<file path="config.mk">
export PLATFORM = sky130hd
export DESIGN_NAME = pipeline_hazard_ctrl_flat
export DESIGN_NICKNAME = d
export VERILOG_FILES = /design/src/rtl/pipeline_hazard_ctrl_if.sv /design/src/rtl/pipeline_hazard_ctrl.sv /design/src/flat_wrapper.sv
export SDC_FILE = /design/constraint.sdc
export NUM_CORES = 1
export LEC_CHECK = 0
export BUFFER_PORTS_ARGS = -buffer_cell sky130_fd_sc_hd__buf_4
export CORE_MARGIN = 2
export CORE_UTILIZATION = 39
export CTS_CLUSTER_SIZE = 12
export DETAILED_ROUTE_END_ITERATION = 10
export PLACE_DENSITY = 0.76
export SLEW_MARGIN = 20
export SYNTH_ARGS = -nofsm -noshare
export SYNTH_HDL_FRONTEND = slang
export SYNTH_SLANG_ARGS = --single-unit
export TNS_END_PERCENT = 50
</file>
<file path="constraint.sdc">
create_clock -name clk -period 1.6 [get_ports clk]
set_clock_uncertainty 0.15 [all_clocks]
set_input_delay 0.32 -clock clk [delete_from_list [all_inputs] [get_ports clk]]
set_output_delay 0.32 -clock clk [all_outputs]
set_load 0.01 [all_outputs]
</file>
<file path="src/rtl/pipeline_hazard_ctrl_if.sv">
// Hazard-controller bundle: decode/execute qualifiers and store traffic in, pipeline
// hold/kill controls and status out.
interface pipeline_hazard_ctrl_if #(
    parameter int unsigned MAX_OUTSTANDING = 4,
    parameter int unsigned CNT_W           = $clog2(MAX_OUTSTANDING + 1)
);
    logic             id_valid;
    logic             id_has_rs1;
    logic             id_has_rs2;
    logic             id_is_store;
    logic             id_is_fence;
    logic             id_is_system;
    logic [4:0]       id_rs1;
    logic [4:0]       id_rs2;

    logic             ex_valid;
    logic             ex_is_load;
    logic [4:0]       ex_rd;
    logic             ex_redirect;

    logic             st_issue;
    logic             st_ack;

    logic             stall_if;
    logic             stall_id;
    logic             bubble_ex;
    logic             flush_id;
    logic             drain_busy;
    logic [CNT_W-1:0] st_count;
    logic             proto_err;

    // Pipeline side: presents stage information, obeys the hold/kill controls.
    modport master (
        output id_valid, id_has_rs1, id_has_rs2, id_is_store, id_is_fence, id_is_system,
        output id_rs1, id_rs2,
        output ex_valid, ex_is_load, ex_rd, ex_redirect,
        output st_issue, st_ack,
        input  stall_if, stall_id, bubble_ex, flush_id, drain_busy, st_count, proto_err
    );

    // Controller side.
    modport slave (
        input  id_valid, id_has_rs1, id_has_rs2, id_is_store, id_is_fence, id_is_system,
        input  id_rs1, id_rs2,
        input  ex_valid, ex_is_load, ex_rd, ex_redirect,
        input  st_issue, st_ack,
        output stall_if, stall_id, bubble_ex, flush_id, drain_busy, st_count, proto_err
    );
endinterface

</file>
<file path="src/rtl/pipeline_hazard_ctrl.sv">
// In-order pipeline hazard controller: load-use and store-buffer backpressure stalls,
// fence/system drain sequencing, redirect flush, and outstanding-store accounting.
module pipeline_hazard_ctrl #(
    parameter int unsigned MAX_OUTSTANDING = 4,
    parameter int unsigned CNT_W           = $clog2(MAX_OUTSTANDING + 1)
) (
    input  logic                   clk,
    input  logic                   rst,
    pipeline_hazard_ctrl_if.slave  bus
);

    localparam logic [CNT_W-1:0] MaxCnt = CNT_W'(MAX_OUTSTANDING);

    typedef enum logic [1:0] {
        StIdle,
        StDrain,
        StRelease
    } state_e;

    state_e           state_q, state_d;
    logic [CNT_W-1:0] st_count_q, st_count_d;
    logic             proto_err_q, proto_err_d;

    logic load_use;
    logic store_full;
    logic drain_req;
    logic drained;
    logic hold;
    logic bubble;
    logic flush;

    // ------------------------------------------------------------------
    // Hazard detection
    // ------------------------------------------------------------------
    always_comb begin
        load_use   = bus.ex_valid & bus.ex_is_load & (bus.ex_rd != 5'd0) & bus.id_valid &
                     ((bus.id_has_rs1 & (bus.id_rs1 == bus.ex_rd)) |
                      (bus.id_has_rs2 & (bus.id_rs2 == bus.ex_rd)));
        store_full = bus.id_valid & bus.id_is_store & (st_count_q == MaxCnt);
        drain_req  = bus.id_valid & (bus.id_is_fence | bus.id_is_system);
        drained    = (st_count_q == '0) & ~bus.ex_valid;
    end

    // ------------------------------------------------------------------
    // Drain FSM and stall/flush decode
    // ------------------------------------------------------------------
    always_comb begin
        state_d = state_q;
        hold    = 1'b0;
        bubble  = 1'b0;
        flush   = 1'b0;

        if (bus.ex_redirect) begin
            // Redirect wins over everything: kill the wrong-path decode, keep fetching.
            state_d = StIdle;
            flush   = 1'b1;
            bubble  = 1'b1;
        end else begin
            unique case (state_q)
                StIdle: begin
                    if (drain_req) begin
                        state_d = StDrain;
                    end
                    if (load_use | store_full) begin
                        hold   = 1'b1;
                        bubble = 1'b1;
                    end
                end
                StDrain: begin
                    hold   = 1'b1;
                    bubble = 1'b1;
                    if (drained) begin
                        state_d = StRelease;
                    end
                end
                StRelease: begin
                    // One free cycle lets the fence/system op leave ID without re-arming.
                    state_d = StIdle;
                end
                default: begin
                    state_d = StIdle;
                end
            endcase
        end
    end

    // ------------------------------------------------------------------
    // Outstanding-store counter
    // ------------------------------------------------------------------
    always_comb begin
        st_count_d  = st_count_q;
        proto_err_d = proto_err_q;
        case ({bus.st_issue, bus.st_ack})
            2'b10: begin
                if (st_count_q == MaxCnt) begin
                    proto_err_d = 1'b1;
                end else begin
                    st_count_d = st_count_q + 1'b1;
                end
            end
            2'b01: begin
                if (st_count_q == '0) begin
                    proto_err_d = 1'b1;
                end else begin
                    st_count_d = st_count_q - 1'b1;
                end
            end
            default: begin
            end
        endcase
    end

    always_ff @(posedge clk or posedge rst) begin
        if (rst) begin
            state_q     <= StIdle;
            st_count_q  <= '0;
            proto_err_q <= 1'b0;
        end else begin
            state_q     <= state_d;
            st_count_q  <= st_count_d;
            proto_err_q <= proto_err_d;
        end
    end

    // ------------------------------------------------------------------
    // Outputs; combinational controls are quiet while reset is held
    // ------------------------------------------------------------------
    assign bus.stall_if   = hold & ~rst;
    assign bus.stall_id   = hold & ~rst;
    assign bus.bubble_ex  = bubble & ~rst;
    assign bus.flush_id   = flush & ~rst;
    assign bus.drain_busy = (state_q != StIdle);
    assign bus.st_count   = st_count_q;
    assign bus.proto_err  = proto_err_q;

    // ------------------------------------------------------------------
    // Invariants
    // ------------------------------------------------------------------
    a_count_bounded: assert property (@(posedge clk) disable iff (rst)
        st_count_q <= MaxCnt);

    a_release_one_cycle: assert property (@(posedge clk) disable iff (rst)
        (state_q == StRelease) |=> (state_q == StIdle));

endmodule

</file>
<file path="src/flat_wrapper.sv">
// flat-port wrapper written by rule: the top's interface ports become plain ports
module pipeline_hazard_ctrl_flat 
#(
    parameter int unsigned MAX_OUTSTANDING = 4,
    parameter int unsigned CNT_W           = $clog2(MAX_OUTSTANDING + 1)
)
  (clk, rst, bus_id_valid, bus_id_has_rs1, bus_id_has_rs2, bus_id_is_store, bus_id_is_fence, bus_id_is_system, bus_id_rs1, bus_id_rs2, bus_ex_valid, bus_ex_is_load, bus_ex_rd, bus_ex_redirect, bus_st_issue, bus_st_ack, bus_stall_if, bus_stall_id, bus_bubble_ex, bus_flush_id, bus_drain_busy, bus_st_count, bus_proto_err);
  pipeline_hazard_ctrl_if #(.MAX_OUTSTANDING(MAX_OUTSTANDING), .CNT_W(CNT_W)) bus_i ();
  input  logic clk;
  input  logic rst;
  input wire logic [$bits(bus_i.id_valid)-1:0] bus_id_valid;
  input wire logic [$bits(bus_i.id_has_rs1)-1:0] bus_id_has_rs1;
  input wire logic [$bits(bus_i.id_has_rs2)-1:0] bus_id_has_rs2;
  input wire logic [$bits(bus_i.id_is_store)-1:0] bus_id_is_store;
  input wire logic [$bits(bus_i.id_is_fence)-1:0] bus_id_is_fence;
  input wire logic [$bits(bus_i.id_is_system)-1:0] bus_id_is_system;
  input wire logic [$bits(bus_i.id_rs1)-1:0] bus_id_rs1;
  input wire logic [$bits(bus_i.id_rs2)-1:0] bus_id_rs2;
  input wire logic [$bits(bus_i.ex_valid)-1:0] bus_ex_valid;
  input wire logic [$bits(bus_i.ex_is_load)-1:0] bus_ex_is_load;
  input wire logic [$bits(bus_i.ex_rd)-1:0] bus_ex_rd;
  input wire logic [$bits(bus_i.ex_redirect)-1:0] bus_ex_redirect;
  input wire logic [$bits(bus_i.st_issue)-1:0] bus_st_issue;
  input wire logic [$bits(bus_i.st_ack)-1:0] bus_st_ack;
  output wire logic [$bits(bus_i.stall_if)-1:0] bus_stall_if;
  output wire logic [$bits(bus_i.stall_id)-1:0] bus_stall_id;
  output wire logic [$bits(bus_i.bubble_ex)-1:0] bus_bubble_ex;
  output wire logic [$bits(bus_i.flush_id)-1:0] bus_flush_id;
  output wire logic [$bits(bus_i.drain_busy)-1:0] bus_drain_busy;
  output wire logic [$bits(bus_i.st_count)-1:0] bus_st_count;
  output wire logic [$bits(bus_i.proto_err)-1:0] bus_proto_err;
  assign bus_i.id_valid = bus_id_valid;
  assign bus_i.id_has_rs1 = bus_id_has_rs1;
  assign bus_i.id_has_rs2 = bus_id_has_rs2;
  assign bus_i.id_is_store = bus_id_is_store;
  assign bus_i.id_is_fence = bus_id_is_fence;
  assign bus_i.id_is_system = bus_id_is_system;
  assign bus_i.id_rs1 = bus_id_rs1;
  assign bus_i.id_rs2 = bus_id_rs2;
  assign bus_i.ex_valid = bus_ex_valid;
  assign bus_i.ex_is_load = bus_ex_is_load;
  assign bus_i.ex_rd = bus_ex_rd;
  assign bus_i.ex_redirect = bus_ex_redirect;
  assign bus_i.st_issue = bus_st_issue;
  assign bus_i.st_ack = bus_st_ack;
  assign bus_stall_if = bus_i.stall_if;
  assign bus_stall_id = bus_i.stall_id;
  assign bus_bubble_ex = bus_i.bubble_ex;
  assign bus_flush_id = bus_i.flush_id;
  assign bus_drain_busy = bus_i.drain_busy;
  assign bus_st_count = bus_i.st_count;
  assign bus_proto_err = bus_i.proto_err;
  pipeline_hazard_ctrl #(.MAX_OUTSTANDING(MAX_OUTSTANDING), .CNT_W(CNT_W)) u_core (.clk(clk), .rst(rst), .bus(bus_i));
endmodule
</file>
Word level (Yosys, flattened, before mapping)
Cells that the tools add are included.
- output and inout port bits: 9
- RAM bits: 0
- bits in read-only memories: 0
- memories kept: 0
- input port bits: 28
- register bits after elaboration: 6
- latch bits: 0
- div/mod/pow operators: 0
- order comparisons: 0
- multiply operators: 0
- reductions and logical operators: 8
- equal/unequal tests: 12
- add/subtract/negate cells: 2
- muxes and demuxes: 15
- bitwise operators: 18
- shifts and indexed selects: 0
- operators with widths (cell ; count):
    $and A1 B1 Y1 ; 13
    $eq A5 B5 Y1 ; 2
    $mux W1 ; 6
    $mux W2 ; 3
    $mux W3 ; 2
    $ne A3 B2 Y1 const B ; 2
    $pmux W3 S2 ; 1
    $reduce_and A3 Y1 ; 2
    $reduce_bool A5 Y1 ; 1
    $eq A2 B1 Y1 const B ; 2
    $ne A2 B1 Y1 const B ; 2
    $ne A2 B2 Y1 const B ; 2
    $pmux W1 S2 ; 2
    $pmux W2 S2 ; 1
    $reduce_bool A2 Y1 ; 2
    $add A3 B1 Y3 const B ; 1
    $eq A3 B3 Y1 const B ; 1
    $logic_not A3 Y1 ; 1
    $or A1 B1 Y1 ; 3
    $sub A3 B1 Y3 const B ; 1
    $eq A2 B2 Y1 const B ; 1
    $logic_not A2 Y1 ; 1
    $not A1 Y1 ; 2
    $reduce_and A2 Y1 ; 1

Depth between registers and ports, before layout
Gate-level depths: netlist of the first run.
- word-level depth: 9
- depth in mapped cells: 7
- gate-level depth less buffers: 7

Worst setup path after synthesis of the first run
OpenSTA, ideal clock, no wires.
- path kind: input-to-output
- start: input port bus_ex_rd[3]
- end: output port bus_stall_if
- stages: 5
- arrival time: 1.290 ns
- setup slack: -0.160 ns
- required time: 1.130 ns
- path through: xor2_1 -> nor4_1 -> a32oi_1 -> o21ai_1 -> buf_4
- cells in the longest elaborated chain, start to end: 9
- RTL lines (element ; RTL line ; source):
    from (decl) ; flat_wrapper.sv:21 ; input wire logic [$bits(bus_i.ex_rd)-1:0] bus_ex_rd;
    $eq A5 B5 Y1, or another cell as far along ; pipeline_hazard_ctrl.sv:37 ; ((bus.id_has_rs1 & (bus.id_rs1 == bus.ex_rd)) |
    $and A1 B1 Y1 (on tied branches) ; pipeline_hazard_ctrl.sv:37, pipeline_hazard_ctrl.sv:36, pipeline_hazard_ctrl.sv:38 ;
    $or A1 B1 Y1 or $and A1 B1 Y1 (tied branches) ; pipeline_hazard_ctrl.sv:37, pipeline_hazard_ctrl.sv:36 ;
    $and A1 B1 Y1 * ; pipeline_hazard_ctrl.sv:36 ; load_use = bus.ex_valid & bus.ex_is_load & (bus.ex_rd != 5'd0) & bus.id_valid &
    $or A1 B1 Y1 * ; pipeline_hazard_ctrl.sv:64 ; if (load_use | store_full) begin
    $mux W1 * ; pipeline_hazard_ctrl.sv:64 ;
    $pmux W1 S2 * ; pipeline_hazard_ctrl.sv:59 ; unique case (state_q)
    $mux W1 * ; pipeline_hazard_ctrl.sv:53 ; if (bus.ex_redirect) begin
    $and A1 B1 Y1 * ; - ;
    to (decl) ; flat_wrapper.sv:25 ; output wire logic [$bits(bus_i.stall_if)-1:0] bus_stall_if;
Every way passes the cells marked *; elsewhere a longest branch is shown, timed or not.

Final worst setup path of the first run
- start: input port bus_id_rs1[1]
- end: output port bus_stall_if
- cells in the longest elaborated chain, start to end: 9
- RTL lines (element ; RTL line ; source):
    from (decl) ; flat_wrapper.sv:17 ; input wire logic [$bits(bus_i.id_rs1)-1:0] bus_id_rs1;
    $eq A5 B5 Y1 ; pipeline_hazard_ctrl.sv:37 ;
    $and A1 B1 Y1 ; pipeline_hazard_ctrl.sv:37 ;
    $or A1 B1 Y1 ; pipeline_hazard_ctrl.sv:37 ;
    $and A1 B1 Y1 ; pipeline_hazard_ctrl.sv:36 ;
    $or A1 B1 Y1 ; pipeline_hazard_ctrl.sv:64 ;
    $mux W1 ; pipeline_hazard_ctrl.sv:64 ;
    $pmux W1 S2 ; pipeline_hazard_ctrl.sv:59 ;
    $mux W1 ; pipeline_hazard_ctrl.sv:53 ;
    $and A1 B1 Y1 ; pipeline_hazard_ctrl.sv:128 ; assign bus.stall_if = hold & ~rst;
Every way passes these cells.

==> run metrics, run 1 <==
FF-to-FF path depth=6; status=finished, violations left; Pwr per Cell Area=931 mW/mm^2; Placeable Area=0.00130 mm^2; H-tree depth=1; # diodes=0; Ports=37; top_reg_cell synth=dfrtp_1; final hold violations=0; Row Count=13; clk buf depth=2; max incr delay on CP=280 ps; Setup TNS Final=-546 ps; total gr overflow=0; Arr. time, crit path=1310 ps; WHS Endpoint=u_core.state_q[0]$_DFFE_PP0P_; Place WS=-282 ps; most used routing layer in global routing=met2; Seq/Total Area, Yosys=27.5%; clock slew at reported path FFs=40 ps; GRT Total Usage=19.9%; Synth cell types=27; Hold Path Cell Cnt=2; yosys warns=0; FFs w/ async S/R, synth=100%; first-pass GRT wire length=2640 um; reg2reg start=u_core.bus.st_count[0]$_DFFE_PP0P_; Detailed Route WL=1580 um; vias per inst=4.91; hold path start=bus_ex_redirect; register-to-register setup slack=-20 ps; die height=roughly 41 um; max cap viols=0; Port Buffers=36; LEAKAGE=0.510 nW; Final Instance Area=996 um^2; Synth top area share=27.5%; leading post-synthesis cells by cell area=dfrtp_1 27%, xor2_1 16%, xnor2_1 4.8%, ha_1 4.6%, inv_1 4.1%; Mapped Area=547 um^2; CP max FO=2; combinational share of power=59.1%; most common cell in the netlist=xor2_1; worst r2r dst=u_core.bus.st_count[2]$_DFFE_PP0P_; failing checks=negative setup slack; Final #Nets=146; crit path from=bus_id_rs1[1]; Syn Nets=between 90 and 100; worst min-delay path category=primary input to flip-flop; fmax=562 MHz; CP Class=primary input to output port; CTS tree=done; root buffer cell=clkbuf_4; CP cell instances=buf_6 -> xor2_1 -> nor4_2 -> a32oi_1 -> o21ai_2 -> buf_4; filler instances=101; Startpoint Class=primary input; Starting Density=42.0%; met1 Use GR=23.4%; Final ANT Viol Nets=0; drt first pass iters=4; final core occ=76.5%; IR drop worst, VDD=a little under 0.8 mV; part of the cycle the worst path needs=111%; die width=41.4 um; GR Util met3=6.09%; Avg Cell Area, Syn=8.54 um^2; CP Data Required Time=1130 ps; vias in the first global route=626; Synth area leader=dfrtp_1; synth cell count leaders=10 x xor2_1, 6 x dfrtp_1, 6 x inv_1, 6 x nor2_1, 4 x nand2_1; Synth Instances=64; Relative slew margins=between 70% and 80%; critical path capture point type=output port; Final min period=1780 ps; dpl cell area=900 um^2; Net Sw Power=332 uW; initial antenna violation count=0; largest net degree at the start of global routing=7; Pint=just under 600 uW; EDFF count, synth=0; CP max stage cell=nor4_2; Post-DP HPWL=1260 um; switch share=35.8%; initial DRC count=7; Final Max Tran Viols=0; Setup violations, final=4; DRC violations left=0; met2 GRT Util=32.5%; RSZ-0062 raised after global routing=yes; Layout area overhead=82.2%; die footprint=0.00172 mm^2; #FFs+latches synth=6; sequential power share=25.9%; clock power share=around 15%; worst skew pair latency=~250 ps; gpl congestion=0.833; clock sink count=6; Worst-Margin Slew=405 ps; Avg WL per Cell=~12 um; Num CTS Buffers=3; worst setup margin=-178 ps; Via Count=around 630; share of layout cells above drive strength 1=around half
-- kinds of logic after synthesis --
group	after synthesis	synth area share (%)
AND/OR/NAND/NOR	21	18.8
XOR/XNOR	13	20.8
AO/OA/AOI/OAI	12	14.6
buffers and inverters	7	5.49
flip-flops	6	27.5
adder cells (fa/ha/maj)	3	8.24
multiplexers	2	4.58
-- cell type report --
type / count / area [um^2] / area share [%]
Tap cell: 15 / 18.8 / 1.88
Sequential cell: 6 / 150 / 15.1
Inverter: 6 / 22.5 / 2.26
Multi-Input combinational cell: 51 / 400 / 40.2
Timing Repair Buffer: 47 / 382 / 38.3
Clock buffer: 3 / 22.5 / 2.26
-- metal layers --
layer  vias to the layer above  routed length, um
met4                         0                 32
met3                         3                141
met5                         -                  0
met2                        32                765
li1                        314                  -
met1                       279                641
-- cells in the final DEF (no fill, tap or decap), types with 2 or more instances in the layout --
master and n:
nor2_1 5, clkbuf_4 3, nor4_2 2, inv_1 6, dfrtp_1 6, xnor2_1 3
o21ai_1 2, nand2_1 4, buf_4 39, ha_1 2, buf_6 7, a21oi_1 3
nor2_2 2, xor2_1 9
-- state kept, by name, summed over array words and instances (netlist names) --
signal / cells
u_core.bus.st_count: 3
u_core.state_q: 2
u_core.bus.proto_err: 1
-- worst max-delay path by stage --
stage / end / slack (ps)
after CTS: bus_stall_if / -270
after global routing: bus_stall_id / -240
after detailed placement: bus_stall_if / -280
after global placement: bus_stall_if / -260
final: bus_stall_if / -180
after floorplan: bus_stall_if / -70
-- critical path, delay by kind of cell --
family | cells | cell delay [ps]
simple gates | 1 | 280
compound gates | 2 | 320
xor+xnor | 1 | 160
buf+inv | 2 | 230
-- repair_timing --
item                       4_1_cts  5_1_grt
pin swaps                        5        6
hold endpoints to repair         6        0
gates resized for setup          8        5
setup buffers                    0        1
hold buffers                     1        0
setup endpoints to repair        4        5
-- power by group through the flow --
stage / sequential [mW] / combinational (mW) / clock, mW
CTS: 0.243 / 0.515 / 0.146
global route: 0.245 / 0.605 / 0.156
floorplan: 0.272 / 0.202 / 0
finish: 0.240 / 0.547 / 0.139
global placement: 0.241 / 0.484 / 0
detailed placement: 0.245 / 0.498 / 0
-- metrics by stage --
stage | std cells | hold slack (ps) | total power, mW
2_1_floorplan | 64 | -39.0 | 0.474
3_3_place_gp | 123 | 118 | 0.724
3_5_place_dp | 123 | 119 | 0.743
4_1_cts | 127 | 116 | 0.904
5_1_grt | 128 | 126 | 1.01
6_report | 128 | 128 | 0.927
(Power assumes the default switching activity.)
==> run 2, diff against run 1 <==
--- a/config.mk
+++ b/config.mk
@@ -6,7 +6,7 @@
 export NUM_CORES = 1
 export LEC_CHECK = 0
 export BUFFER_PORTS_ARGS = -buffer_cell sky130_fd_sc_hd__buf_4
-export CORE_MARGIN = 2
+export CORE_MARGIN = 4
 export CORE_UTILIZATION = 39
 export CTS_CLUSTER_SIZE = 12
 export DETAILED_ROUTE_END_ITERATION = 10
==> constraint.sdc (replaced) <==
create_clock -name clk -period 1.6 [get_ports clk]
set_clock_uncertainty 0.15 [all_clocks]
set_input_delay 0.32 -clock clk [delete_from_list [all_inputs] [get_ports clk]]
set_output_delay 0.32 -clock clk [all_outputs]
set_load 0.1 [all_outputs]
==> run metrics, run 2 (synthesized netlist as in run 1, its figures left out) <==
max cap viols=0; first-pass GRT wire length=around 3100 um; Num CTS Buffers=3; most common cell after layout, fill and taps aside=buf_4; IR drop worst, VDD=1.24 mV; count of buffer and inverter cells on the critical path=1; clk buf depth=2; Setup TNS Final=-1160 ps; max incr delay on CP=approximately 480 ps; Final min period=between 1500 and 2000 ps; worst r2r dst=u_core.bus.st_count[2]$_DFFE_PP0P_; RSZ-0062 raised after global routing=yes; Startpoint Class=flip-flop; vias in the first global route=771; Setup violations, final=4; Layout area overhead=101%; vias per inst=a little over 5; # diodes=0; kind of cell adding the most delay to the critical path=flip-flops; Final Max Tran Viols=0; part of the cycle the worst path needs=122%; CTS tree=done; Final ANT Viol Nets=0; worst min-delay path category=primary input to flip-flop; clock sink count=6; Via Count=about 670; CP max stage cell=dfrtp_4; Pwr per Cell Area=1280 mW/mm^2; FF-to-FF path depth=6; hold path start=bus_ex_redirect; failing checks=negative setup slack; Place WS=-451 ps; Row Count=13; CP Data Required Time=1130 ps; fmax=~510 MHz; initial DRC count=1; die width=45.4 um; clock slew at reported path FFs=60 ps; final hold violations=0; Worst-Margin Slew=around 350 ps; worst skew pair latency=260 ps; reg2reg start=u_core.bus.st_count[1]$_DFFE_PP0P_; H-tree depth=1; Placeable Area=0.00132 mm^2; final core occ=83.6%; WHS Endpoint=u_core.state_q[0]$_DFFE_PP0P_; Avg WL per Cell=approximately 15 um; status=finished, violations left; Arr. time, crit path=1480 ps; dpl cell area=955 um^2; LEAKAGE=0.539 nW; Starting Density=approximately two fifths; CP max FO=2; crit path from=u_core.bus.st_count[1]$_DFFE_PP0P_; share of layout cells above drive strength 1=60.3%; die height=45.4 um; CP cell instances=nor2_4 -> a41o_1 -> nand2_1 -> o21ai_4 -> buf_12; DRC violations left=0; Detailed Route WL=1990 um; Port Buffers=36; Worst Hold Margin=approximately 210 ps; drt first pass iters=2; root buffer cell=clkbuf_4; Hold Path Cell Cnt=3; Final #Nets=148; most frequent cells in the layout=38 x buf_4, 9 x xor2_1, 6 x buf_6; Post-DP HPWL=1470 um; die footprint=0.00207 mm^2; max FFs per register=3; Ports=37; CP Class=flip-flop to output port; Final Instance Area=between 0.001 and 0.0015 mm^2; filler instances=80; worst setup margin=-355 ps; gpl congestion=0.771; GRT Total Usage=about 22%; largest net degree at the start of global routing=7; register-to-register setup slack=approximately 30 ps; initial antenna violation count=0; critical path capture point type=output port; Relative slew margins=76.2%; total gr overflow=0
-- run 2: worst max path at each step --
stage | to | cells past startpoint
6_report | bus_stall_id | 5
5_1_grt | bus_stall_id | 6
4_1_cts | bus_stall_id | 6
3_5_place_dp | bus_stall_if | 6
3_3_place_gp | bus_stall_if | 6
2_1_floorplan | bus_stall_if | 5
-- run 2: power breakdown --
part / switching, mW / total (mW) / internal [mW]
logic: 0.612 / 0.984 / 0.373
registers: 0.0455 / 0.267 / 0.221
clock network: 0.0661 / 0.161 / 0.0952
total: 0.723 / 1.41 / 0.689
-- run 2: routing by layer --
layer	part of all wire [%]	track usage (%)	vias up
met1	32	19.1	298
met5	0	0	-
met3	6.6	7.11	16
li1	-	-	323
met4	7.4	21.6	0
met2	53	39.6	35
-- run 2: worst register-to-register path: stages (launching register included) --
cell	delay, ps
dfrtp_4	420
buf_4	140
inv_2	40
fa_2	340
xor2_1	170
nor2_2	50
xor2_1	150
-- run 2: final cells by class --
| cell class | instances | area (um^2) | area share [%] |
|---|---|---|---|
| tap | 15 | 18.8 | 1.70 |
| multi-input combinational | 51 | 434 | 39.4 |
| clock buffer | 4 | 26.3 | 2.39 |
| sequential | 6 | 161 | 14.7 |
| inverter | 6 | 22.5 | 2.05 |
| timing repair buffer | 49 | 438 | 39.8 |
-- run 2: repair_timing --
action	CTS	global route
buffers inserted	0	0
gates resized for setup	18	7
setup endpoints to repair	5	7
hold buffers	1	0
pin swaps	6	5
endpoints found under the hold margin	3	0
-- run 2: stage by stage --
stage / power (mW) / std cells
5_1_grt: 1.49 / 131
3_3_place_gp: 1.13 / 126
2_1_floorplan: 0.864 / 64
4_1_cts: 1.36 / 131
3_5_place_dp: 1.15 / 126
6_report: 1.41 / 131
==> run 3, diff against run 2 <==
--- a/config.mk
+++ b/config.mk
@@ -11,6 +11,8 @@
 export CTS_CLUSTER_SIZE = 12
 export DETAILED_ROUTE_END_ITERATION = 10
 export PLACE_DENSITY = 0.76
+export SETUP_SLACK_MARGIN = 0.05
+export SKIP_CTS_REPAIR_TIMING = 1
 export SLEW_MARGIN = 20
 export SYNTH_ARGS = -nofsm -noshare
 export SYNTH_HDL_FRONTEND = slang
==> run metrics, run 3 (synthesized netlist as in run 1, its figures left out) <==
worst min-delay path category=primary input to flip-flop; most frequent cells in the layout=35 x buf_4, 9 x xor2_1, 9 x buf_6; die height=45.4 um; Num CTS Buffers=3; Arr. time, crit path=1540 ps; GRT Total Usage=19.2%; Startpoint Class=primary input; Final #Nets=approximately 150; clock slew at reported path FFs=40 ps; most common cell after layout, fill and taps aside=buf_4; Post-DP HPWL=1470 um; Via Count=689; vias in the first global route=687; clock sink count=6; Row Count=13; die footprint=about 0.0021 mm^2; Final min period=2010 ps; share of layout cells above drive strength 1=59.8%; Final Max Tran Viols=0; CP Data Required Time=1130 ps; status=finished, violations left; LEAKAGE=0.552 nW; part of the cycle the worst path needs=126%; failing checks=negative setup slack; Placeable Area=between 0.001 and 0.0015 mm^2; Setup violations, final=4; worst setup margin=-415 ps; max cap viols=0; # diodes=0; CP max FO=2; Layout area overhead=109%; Relative slew margins=74.8%; gpl congestion=a little under 0.8; CP Class=primary input to output port; fmax=a little under 500 MHz; Pwr per Cell Area=around 1300 mW/mm^2; CP cell instances=buf_6 -> xor2_2 -> nor4_2 -> a32oi_2 -> o21ai_4 -> buf_12; die width=45.4 um; vias per inst=roughly 5.2; largest net degree at the start of global routing=7; RSZ-0062 raised after global routing=yes; max FFs per register=3; initial DRC count=4; filler instances=75; Worst-Margin Slew=368 ps; max incr delay on CP=between 300 and 400 ps; Final ANT Viol Nets=0; CP max stage cell=nor4_2; worst skew pair latency=around 260 ps; initial antenna violation count=0; Ports=37; clk buf depth=2; Place WS=-451 ps; Detailed Route WL=2130 um; root buffer cell=clkbuf_4; CTS tree=done; final hold violations=0; Port Buffers=36; first-pass GRT wire length=~2700 um; total gr overflow=0; drt first pass iters=4; DRC violations left=0; critical path capture point type=output port; H-tree depth=1; Avg WL per Cell=16.1 um; IR drop worst, VDD=1.16 mV; Starting Density=41.5%; final core occ=86.9%
-- run 3: cell count changes in the layout (fill, tap and decap cells not counted), sizes merged --
| cell | previous run | this run |
|---|---|---|
| buf | 48 | 49 |
-- run 3: per-stage QoR --
step                      hold slack [ps]  cells  TNS (ps)  cell area (um^2)  total power [mW]
after floorplan                     -39.0     64     -1770               596             0.864
after detailed placement              265    126     -1730               955              1.15
after global routing                  219    132     -1470              1140              1.54
after CTS                           -18.4    130     -1570               981              1.31
after global placement                259    126     -1590               955              1.13
final                                 220    132     -1250              1140              1.48
-- run 3: where the power goes --
group	internal [mW]	leakage (nW)	total (mW)	switching, mW
clock	0.0950	0.0150	0.159	0.0640
combinational	0.418	0.469	1.05	0.629
sequential	0.222	0.0682	0.274	0.0521
-- run 3: area by class of cell --
| class | instances | area [um^2] | share of cell area (%) |
|---|---|---|---|
| Timing Repair Buffer | 50 | 474 | 41.4 |
| Tap cell | 15 | 18.8 | 1.64 |
| Sequential cell | 6 | 161 | 14.1 |
| Inverter | 6 | 22.5 | 1.97 |
| Multi-Input combinational cell | 51 | 442 | 38.6 |
| Clock buffer | 4 | 26.3 | 2.30 |
-- run 3: layer usage --
layer	routed length, um	part of all wire, %	vias up	global-route usage, %
li1	-	-	322	-
met1	733	34	324	20.0
met2	1210	57	35	33.7
met3	127	6.0	8	4.74
met4	59	2.8	0	12.3
met5	0	0	-	0
-- run 3: path summary, 6_finish.rpt --
check / startpoint / endpoint / slack, ps / cells after the start
min reg2reg: u_core.bus.proto_err$_DFFE_PP0P_ / u_core.bus.proto_err$_DFFE_PP0P_ / 340 / 1
max reg2reg: u_core.bus.st_count[1]$_DFFE_PP0P_ / u_core.bus.st_count[2]$_DFFE_PP0P_ / 30 / 6
max in group asynchronous: rst / u_core.bus.st_count[0]$_DFFE_PP0P_ / 480 / 4
max: bus_id_rs1[3] / bus_stall_id / -410 / 6
min: bus_ex_redirect / u_core.state_q[0]$_DFFE_PP0P_ / 220 / 3
min in group asynchronous: rst / u_core.bus.st_count[1]$_DFFE_PP0P_ / 550 / 4
-- run 3: worst max-delay path: cells and delay by family --
kind            cells  cell delay [ps]
compound gates      2              450
xor+xnor            1              160
buf+inv             2              290
simple gates        1              310
